### src/rtl/alu_multicycle.sv
// alu_multicycle
//   Multi-cycle ALU with registered result/flags and a start/busy/done
//   handshake. ADD/SUB/NAND complete in one cycle. Shifts move one bit per
//   cycle for k = b[SW-1:0] cycles. MUL is a WIDTH-iteration shift-add.
//
// Ports
//   clk      rising-edge clock
//   reset_n  synchronous active-low reset
//   start    request, accepted only while busy=0
//   op       001 ADD, 010 SUB, 011 NAND, 100 SHL, 101 SHR, 110 MUL, others reserved
//   a, b     operands (b[SW-1:0] is the shift amount for shifts)
//   busy     high while an op is in flight, including the done cycle
//   done     one-cycle pulse, result/flags valid from this cycle on
//   result   registered result
//   z,n,c,v  zero/shifted-out, negative, carry/borrow/upper-product, overflow
//
// state  | meaning
// IDLE   | waiting for start; result/flags hold
// RUN    | shift or multiply iterating, cnt counts remaining steps down
// DONE   | result/flags just written; done pulses, start ignored

module alu_multicycle #(
  parameter int WIDTH = 8
) (
  input  logic             clk,
  input  logic             reset_n,
  input  logic             start,
  input  logic [2:0]       op,
  input  logic [WIDTH-1:0] a,
  input  logic [WIDTH-1:0] b,
  output logic             busy,
  output logic             done,
  output logic [WIDTH-1:0] result,
  output logic             z,
  output logic             n,
  output logic             c,
  output logic             v
);

  localparam int SW = $clog2(WIDTH);
  localparam int CW = SW + 1;   // must hold WIDTH for the multiply count

  localparam logic [2:0] OP_ADD  = 3'b001;
  localparam logic [2:0] OP_SUB  = 3'b010;
  localparam logic [2:0] OP_NAND = 3'b011;
  localparam logic [2:0] OP_SHL  = 3'b100;
  localparam logic [2:0] OP_SHR  = 3'b101;
  localparam logic [2:0] OP_MUL  = 3'b110;

  typedef enum logic [1:0] {
    S_IDLE = 2'd0,
    S_RUN  = 2'd1,
    S_DONE = 2'd2
  } state_t;

  state_t             state;
  logic [2:0]         op_q;
  logic [WIDTH-1:0]   a_q;       // shift register for shifts, multiplicand for MUL
  logic [2*WIDTH-1:0] prod_q;    // {partial high, remaining multiplier}
  logic [CW-1:0]      cnt;

  logic [SW-1:0]      k;
  logic [WIDTH:0]     add_full;
  logic [WIDTH:0]     sub_full;
  logic [WIDTH-1:0]   nand_res;
  logic [WIDTH:0]     mul_sum;
  logic [2*WIDTH-1:0] prod_next;
  logic [WIDTH-1:0]   shl_next;
  logic [WIDTH-1:0]   shr_next;
  logic               last_step;

  assign k = b[SW-1:0];

  always_comb begin
    add_full  = {1'b0, a} + {1'b0, b};
    sub_full  = {1'b0, a} - {1'b0, b};
    nand_res  = ~(a & b);
    // Add the multiplicand into the high half when the current multiplier
    // bit is set, then shift the whole product right, keeping the carry.
    mul_sum   = {1'b0, prod_q[2*WIDTH-1:WIDTH]}
              + (prod_q[0] ? {1'b0, a_q} : {(WIDTH+1){1'b0}});
    prod_next = {mul_sum, prod_q[WIDTH-1:1]};
    shl_next  = {a_q[WIDTH-2:0], 1'b0};
    shr_next  = {1'b0, a_q[WIDTH-1:1]};
    last_step = (cnt == CW'(1));
  end

  always_ff @(posedge clk) begin
    if (!reset_n) begin
      state  <= S_IDLE;
      op_q   <= 3'b000;
      a_q    <= '0;
      prod_q <= '0;
      cnt    <= '0;
      busy   <= 1'b0;
      done   <= 1'b0;
      result <= '0;
      z      <= 1'b0;
      n      <= 1'b0;
      c      <= 1'b0;
      v      <= 1'b0;
    end else begin
      case (state)
        S_IDLE: begin
          if (start) begin
            op_q   <= op;
            a_q    <= a;
            prod_q <= {{WIDTH{1'b0}}, b};
            cnt    <= {1'b0, k};
            busy   <= 1'b1;
            state  <= S_DONE;
            done   <= 1'b1;
            case (op)
              OP_ADD: begin
                result <= add_full[WIDTH-1:0];
                z      <= (add_full[WIDTH-1:0] == '0);
                n      <= add_full[WIDTH-1];
                c      <= add_full[WIDTH];
                v      <= (a[WIDTH-1] == b[WIDTH-1]) &&
                          (add_full[WIDTH-1] != a[WIDTH-1]);
              end
              OP_SUB: begin
                result <= sub_full[WIDTH-1:0];
                z      <= (sub_full[WIDTH-1:0] == '0);
                n      <= sub_full[WIDTH-1];
                c      <= sub_full[WIDTH];
                v      <= (a[WIDTH-1] != b[WIDTH-1]) &&
                          (sub_full[WIDTH-1] != a[WIDTH-1]);
              end
              OP_NAND: begin
                result <= nand_res;
                z      <= (nand_res == '0);
                n      <= nand_res[WIDTH-1];
                c      <= 1'b0;
                v      <= 1'b0;
              end
              OP_SHL, OP_SHR: begin
                if (k == '0) begin
                  result <= a;
                  z      <= 1'b0;
                  n      <= 1'b0;
                  c      <= 1'b0;
                  v      <= 1'b0;
                end else begin
                  state <= S_RUN;
                  done  <= 1'b0;
                end
              end
              OP_MUL: begin
                cnt   <= CW'(WIDTH);
                state <= S_RUN;
                done  <= 1'b0;
              end
              default: ;  // reserved: outputs hold, done still pulses
            endcase
          end
        end

        S_RUN: begin
          cnt <= cnt - CW'(1);
          case (op_q)
            OP_SHL:  a_q    <= shl_next;
            OP_SHR:  a_q    <= shr_next;
            default: prod_q <= prod_next;
          endcase
          if (last_step) begin
            state <= S_DONE;
            done  <= 1'b1;
            case (op_q)
              OP_SHL: begin
                result <= shl_next;
                z      <= a_q[WIDTH-1];
                n      <= 1'b0;
                c      <= 1'b0;
                v      <= 1'b0;
              end
              OP_SHR: begin
                result <= shr_next;
                z      <= a_q[0];
                n      <= 1'b0;
                c      <= 1'b0;
                v      <= 1'b0;
              end
              default: begin
                result <= prod_next[WIDTH-1:0];
                z      <= (prod_next[WIDTH-1:0] == '0);
                n      <= prod_next[WIDTH-1];
                c      <= |prod_next[2*WIDTH-1:WIDTH];
                v      <= 1'b0;
              end
            endcase
          end
        end

        S_DONE: begin
          state <= S_IDLE;
          busy  <= 1'b0;
          done  <= 1'b0;
        end

        default: begin
          state <= S_IDLE;
          busy  <= 1'b0;
          done  <= 1'b0;
        end
      endcase
    end
  end

endmodule

### config.mk
export PLATFORM = sky130hd
export DESIGN_NAME = alu_multicycle
export DESIGN_NICKNAME = d
export VERILOG_FILES = /design/src/rtl/alu_multicycle.sv
export SDC_FILE = /design/constraint.sdc
export NUM_CORES = 1
export LEC_CHECK = 0
export CAP_MARGIN = 30
export CORE_ASPECT_RATIO = 1.5
export CORE_UTILIZATION = 59
export CTS_CLUSTER_SIZE = 12
export DETAILED_ROUTE_END_ITERATION = 10
export GPL_ROUTABILITY_DRIVEN = 1
export GPL_TIMING_DRIVEN = 0
export HOLD_SLACK_MARGIN = 0.12
export PLACE_DENSITY_LB_ADDON = 0.25
export SETUP_SLACK_MARGIN = 0.05
export SYNTH_ARGS = -nofsm -noshare
export SYNTH_HDL_FRONTEND = slang
export SYNTH_SLANG_ARGS = --single-unit
### constraint.sdc
create_clock -name clk -period 3.28 [get_ports clk]
set_input_delay 0.492 -clock clk [delete_from_list [all_inputs] [get_ports clk]]
set_output_delay 0.492 -clock clk [all_outputs]
set_load 0.02 [all_outputs]
=== After elaboration in Yosys (flattened, before gate mapping) ===
Index checks and enable logic that the tools add are counted.

* Register bits after elaboration: 47
* Input bits: 22
* Output and inout port bits: 14
* Logic and storage cells: 106

* $add $sub $neg: 4
* Equal/unequal tests: 20
* Mux-type cells: 48
* Bitwise operators: 3
* Reductions and logical operators: 19

{| class="wikitable"
|+ Operators with widths
! operator !! count
|-
| $pmux W8 S2 || 4
|-
| $mux W8 || 5
|-
| $logic_not A8 Y1 || 4
|-
| $mux W16 || 2
|-
| $pmux W16 S2 || 1
|-
| $pmux W8 S4 || 1
|-
| $add A8 B8 Y9 || 2
|-
| $pmux W1 S2 || 8
|-
| $pmux W1 S4 || 4
|-
| $eq A3 B3 Y1 const B || 5
|-
| $mux W1 || 15
|-
| $sub A8 B8 Y9 || 1
|-
| $and A8 B8 Y8 || 1
|-
| $mux W4 || 2
|-
| $not A8 Y8 || 1
|-
| $pmux W2 S2 || 2
|-
| $pmux W4 S2 || 1
|-
| $reduce_and A2 Y1 || 4
|-
| $reduce_or A8 Y1 || 1
|-
| $eq A3 B2 Y1 const B || 2
|-
| $mux W2 || 3
|-
| $ne A2 B2 Y1 const B || 3
|-
| $reduce_and A3 Y1 || 2
|-
| $ne A5 B1 Y1 const B || 1
|-
| other kinds (15) || 19
|}

=== Depth between registers and ports, before layout ===
* Word-level depth: 6
* Depth in mapped cells: 10
* Gate-level depth less buffers: 10

=== Worst setup path before layout ===
No wires, ideal clock.

* Kind: register to register
* Start: reg prod_q[0]
* End: reg c
* Library setup time: 120 ps
* Arrival: 2430 ps
* Data required time: 3160 ps
* Path slack: 730 ps
* Cell stages (with the launch flop): 11
* Buffers on the path: 0
* Clock period less this slack: 2550 ps
* Cells stage by stage: dfxtp_1 > and2_1 > ha_1 > fa_1 > a21oi_1 > o21bai_1 > xor2_1 > or4_1 > nor3_1 > a311oi_1 > o31a_1

* Word-level cells in the longest chain between the ends: 6

{| class="wikitable"
|+ RTL lines
! item !! RTL line !! text
|-
| start, declared || 59 || <nowiki>logic [2*WIDTH-1:0] prod_q;</nowiki>
|-
| start signal, assigned || 108 || <nowiki>prod_q <= {{WIDTH{1'b0}}, b};</nowiki>
|-
| start signal, assigned || 164 || <nowiki>default: prod_q <= prod_next;</nowiki>
|-
| $mux W8 || 81 || <nowiki>+ (prod_q[0] ? {1'b0, a_q} : {(WIDTH+1){1'b0}});</nowiki>
|-
| $add A8 B8 Y9 || 81 ||
|-
| $reduce_or A8 Y1 || 188 || <nowiki>c <= |prod_next[2*WIDTH-1:WIDTH];</nowiki>
|-
| $mux W1 || 169 || <nowiki>case (op_q)</nowiki>
|-
| $mux W1 || 166 || <nowiki>if (last_step) begin</nowiki>
|-
| $pmux W1 S2 || 103 || <nowiki>case (state)</nowiki>
|-
| end signal, assigned || 118 || <nowiki>c <= add_full[WIDTH];</nowiki>
|-
| end signal, assigned || 126 || <nowiki>c <= sub_full[WIDTH];</nowiki>
|-
| end signal, assigned || 188 ||
|-
| end, declared || 36 || <nowiki>output logic c,</nowiki>
|}

Every way passes these cells. The select of a mux whose other input is x is not followed.
A chain may end at the register's enable or synchronous reset.

=== Final worst setup path ===
* Start: in b[0]
* End: reg result[6]

* Word-level cells in the longest chain between the ends: 4
* Elaborated cells on any way between the ends: 8
* Classes of those cells: 2 x add/sub; 1 x eq/ne; 3 x mux; 2 x reduce/logical

{| class="wikitable"
|+ RTL lines
! item !! RTL line !! text
|-
| start, declared || 30 || <nowiki>input logic [WIDTH-1:0] b,</nowiki>
|-
| $sub A8 B8 Y9 or $add A8 B8 Y9 (tied branches) || 76, 75 ||
|-
| $pmux W8 S4 || 113 || <nowiki>case (op)</nowiki>
|-
| $mux W8 || 105 || <nowiki>if (start) begin</nowiki>
|-
| $pmux W8 S2 || 103 ||
|-
| end signal, assigned || 115 || <nowiki>result <= add_full[WIDTH-1:0];</nowiki>
|-
| end signal, assigned || 123 || <nowiki>result <= sub_full[WIDTH-1:0];</nowiki>
|-
| end signal, assigned || 131 || <nowiki>result <= nand_res;</nowiki>
|-
| end, declared || 33 || <nowiki>output logic [WIDTH-1:0] result,</nowiki>
|}

Several ways; a longest one is shown, not always the timed one. The select of a mux whose other input is x is not followed.

==> impl_metrics.csv <==
group,metric,value,unit
synthesis,synth_top_area_share,0.239,
drt,drtPass1Iterations,5,
clocking,numClockSinks,46,
flow_run,maxCapViolCount,0,
clocking,clockRootBuffer,"clkbuf_8",
floorplanning,die_h,101,µm
clocking,cts_max_path_buffers,2,
finish,drive_gt1_frac,0.0531,
drt,dr.max_layer_used,"met4",
pwr,ir_worst_vdd,218,µV
drt,met1_length,4340,µm
timing,fmax,0.317,GHz
clocking,path_clk_slew,0.09,ns
grt,grt_first_pass_wirelength,18200,µm
clocking,htree_levels,2,
hold_path,min_from,"prod_q[8]",
synthesis,synth.most_common_cell,"dfxtp_1",
synthesis,netlist_area,3850,µm²
synthesis,synth-async-reset-ratio,0,
place,io_buffers,33,
synthesis,synth_enable_flop_cells,0,
grt,grt_pass1_vias,3745,
place,hpwlAfterDp,8950,µm
timing,worst_slew_pin_slew,0.864,ns
setup_path,end_kind,"flop",
floorplanning,ios,36,
drt,routed_wl,11400,µm
pwr,power_density,398,nW/µm²
synthesis,ys_types,69,
synthesis,synth_area_leader_cell,"dfxtp_1",
timing,slew_headroom,0.422,
setup_path,startpoint,"b[0]",
floorplanning,die_area,6860,µm²
drt,postRouteAntennaNets,0,
floorplanning,fp-row-count,35,
pwr,p_int,1.17,mW
place,pre_cts_ws,-0.215,ns
clocking,cts_setup_buffers,0,
drt,met3_length,597,µm
setup_path,r2r_start,"prod_q[0]",
drt,wl_met2,5810,µm
hold_path,hold_class,"reg2reg",
timing,final-hold-violation-count,0,
synthesis,netlist_top_cells_count,"46 x dfxtp_1, 44 x nand2_1, 39 x a21oi_1",
pwr,switchingPower,0.589,mW
pwr,p_seq_frac,0.369,
floorplanning,core,6220,µm²
finish,n_antenna_cell,0,
setup_path,crit_fanout,6,
timing,whs,0.473,ns
grt,grt_max_degree,15,
synthesis,dominantRegCellSynth,"dfxtp_1",
setup_path,crit_type,"in2reg",
floorplanning,fp.dieW,68.0,µm
synthesis,ys_top_cells_by_area,"dfxtp_1 24%, ha_1 8.4%, a21oi_1 5.1%",
clocking,clk_latency,0.31,ns
pwr,clockPowerShare,0.302,
synthesis,ys_warn_count,0,
setup_path,rr_worst_depth,10,
grt,grt-ovfl-total,0,
timing,slew_violations,0,
clocking,cts_buffers,5,
setup_path,arrival,3.34,ns
drt,wl_per_cell,19.0,µm
timing,post-route-period-util,0.960,
finish,area_growth,15.0,%
drt,vias_per_cell,6.44,
pwr,p_comb_frac,0.329,
place,gp_congestion,0.930,
synthesis,netlist_instances,486,
finish,final_core_util,0.712,
synthesis,ys_ff_latch,46,
outcome,status,"finished clean",
drt,drc,0,
timing,rsz0062_at_grt,"false",
timing,setup_viol,0,
finish,fillers,520,
timing,finalCriticalPeriod,3.15,ns
finish,nNetsFinal,577,
synthesis,synth_area_per_cell,7.92,µm²
hold_path,whs_path_depth,2,
grt,track_usage,0.357,
grt,antenna_found_initial,0,
drt,drt_iter0_markers,277,
setup_path,crit_required,3.47,ns
drt,num_vias,3869,
synthesis,yosysSeqAreaShare,0.239,
timing,skew,0.00668,ns
synthesis,synth_nets,537,
setup_path,worstSetupStartpointType,"input port",
setup_path,worst-r2r-setup-slack,0.37,ns
timing,setup_ws,0.130,ns
clocking,cts_tree,"yes",
pwr,swShare,0.335,
pwr,p_leak,1.81,nW
floorplanning,initial_core_util,0.619,
==> final timing paths <==
path,end
max,result[6]
min,prod_q[8]
max reg2reg,c
min reg2reg,prod_q[8]
==> power by group through the flow <==
stage / clock network, mW / registers (mW) / logic [mW]
2_1_floorplan: 0 / 0.663 / 0.377
3_3_place_gp: 0 / 0.658 / 0.553
3_5_place_dp: 0 / 0.660 / 0.563
4_1_cts: 0.523 / 0.647 / 0.567
5_1_grt: 0.548 / 0.655 / 0.631
6_report: 0.532 / 0.650 / 0.578
==> final cells by class <==
| cell class | instances | area [µm²] | share of cell area |
|---|---|---|---|
| clock inverters | 2 | 60.1 | 0.0136 |
| clock buffers | 6 | 82.6 | 0.0186 |
| flip-flops and latches | 46 | 921 | 0.208 |
| repair buffers | 33 | 330 | 0.0746 |
| multi-input cells | 395 | 2730 | 0.617 |
| well taps | 74 | 92.6 | 0.0209 |
| inverters | 16 | 60.1 | 0.0136 |
| plain buffers | 29 | 151 | 0.0342 |
==> sequential cells by signal, summed over array words and instances, names as in the netlist <==
signal,count
a_q,8
c,1
op_q,3
result,8
prod_q,16
v,1
n,1
z,1
state,2
busy,1
cnt,4
==> cells by family (layout without fill, tap and decap cells) <==
group / Yosys count / in the layout / share of synthesized area
flops: 46 / 46 / 0.239
fa+ha+maj: 29 / 29 / 0.100
simple gates: 176 / 176 / 0.241
compound gates: 157 / 157 / 0.284
xor+xnor: 17 / 17 / 0.0387
mux: 16 / 16 / 0.0419
buf+inv: 45 / 86 / 0.0549
==> critical path: stages <==
cell	delay (ns)
clkdlybuf4s50_1	0.63
ha_1	0.33
fa_1	0.34
nand2b_4	0.08
a211o_1	0.35
nor4b_4	0.15
or4b_4	0.56
a21oi_1	0.17
o21a_1	0.17
o31ai_1	0.07
==> cell usage in the layout, fill, tap and decap left out, types with 9 or more instances in the layout <==
cell type | synthesis | final
and2_1 | 12 | 12
nand3_1 | 18 | 18
nor2b_1 | 24 | 24
nor2_1 | 33 | 33
clkbuf_1 | 18 | 18
a21oi_1 | 39 | 39
nand2_1 | 44 | 44
xnor2_1 | 10 | 10
a211oi_1 | 12 | 12
dfxtp_1 | 46 | 46
o21ai_0 | 17 | 17
nand2b_1 | 14 | 14
o211ai_1 | 10 | 10
a21boi_0 | 11 | 11
o211a_1 | 9 | 9
ha_1 | 26 | 26
clkdlybuf4s50_1 | 0 | 33
mux2i_1 | 15 | 15
inv_1 | 15 | 15
==> metal layers <==
metal	global-route usage	vias to the layer above
met4	0.223	0
met3	0.0543	48
met2	0.612	159
met5	0	-
met1	0.396	1820
li1	-	1842
==> repair_timing <==
item	in CTS	in global routing
endpoints found under the setup margin	0	3
gates resized for setup	0	1
hold buffers	0	0
==> through the flow <==
stage          std cells  power, mW  cell area, µm²  TNS [ns]
2_1_floorplan        486       1.04            3850         0
6_report             601       1.76            4430         0
3_5_place_dp         593       1.22            4270    -0.670
3_3_place_gp         593       1.21            4270    -0.508
5_1_grt              601       1.83            4430         0
4_1_cts              601       1.74            4420         0
(Power assumes the default switching activity.)
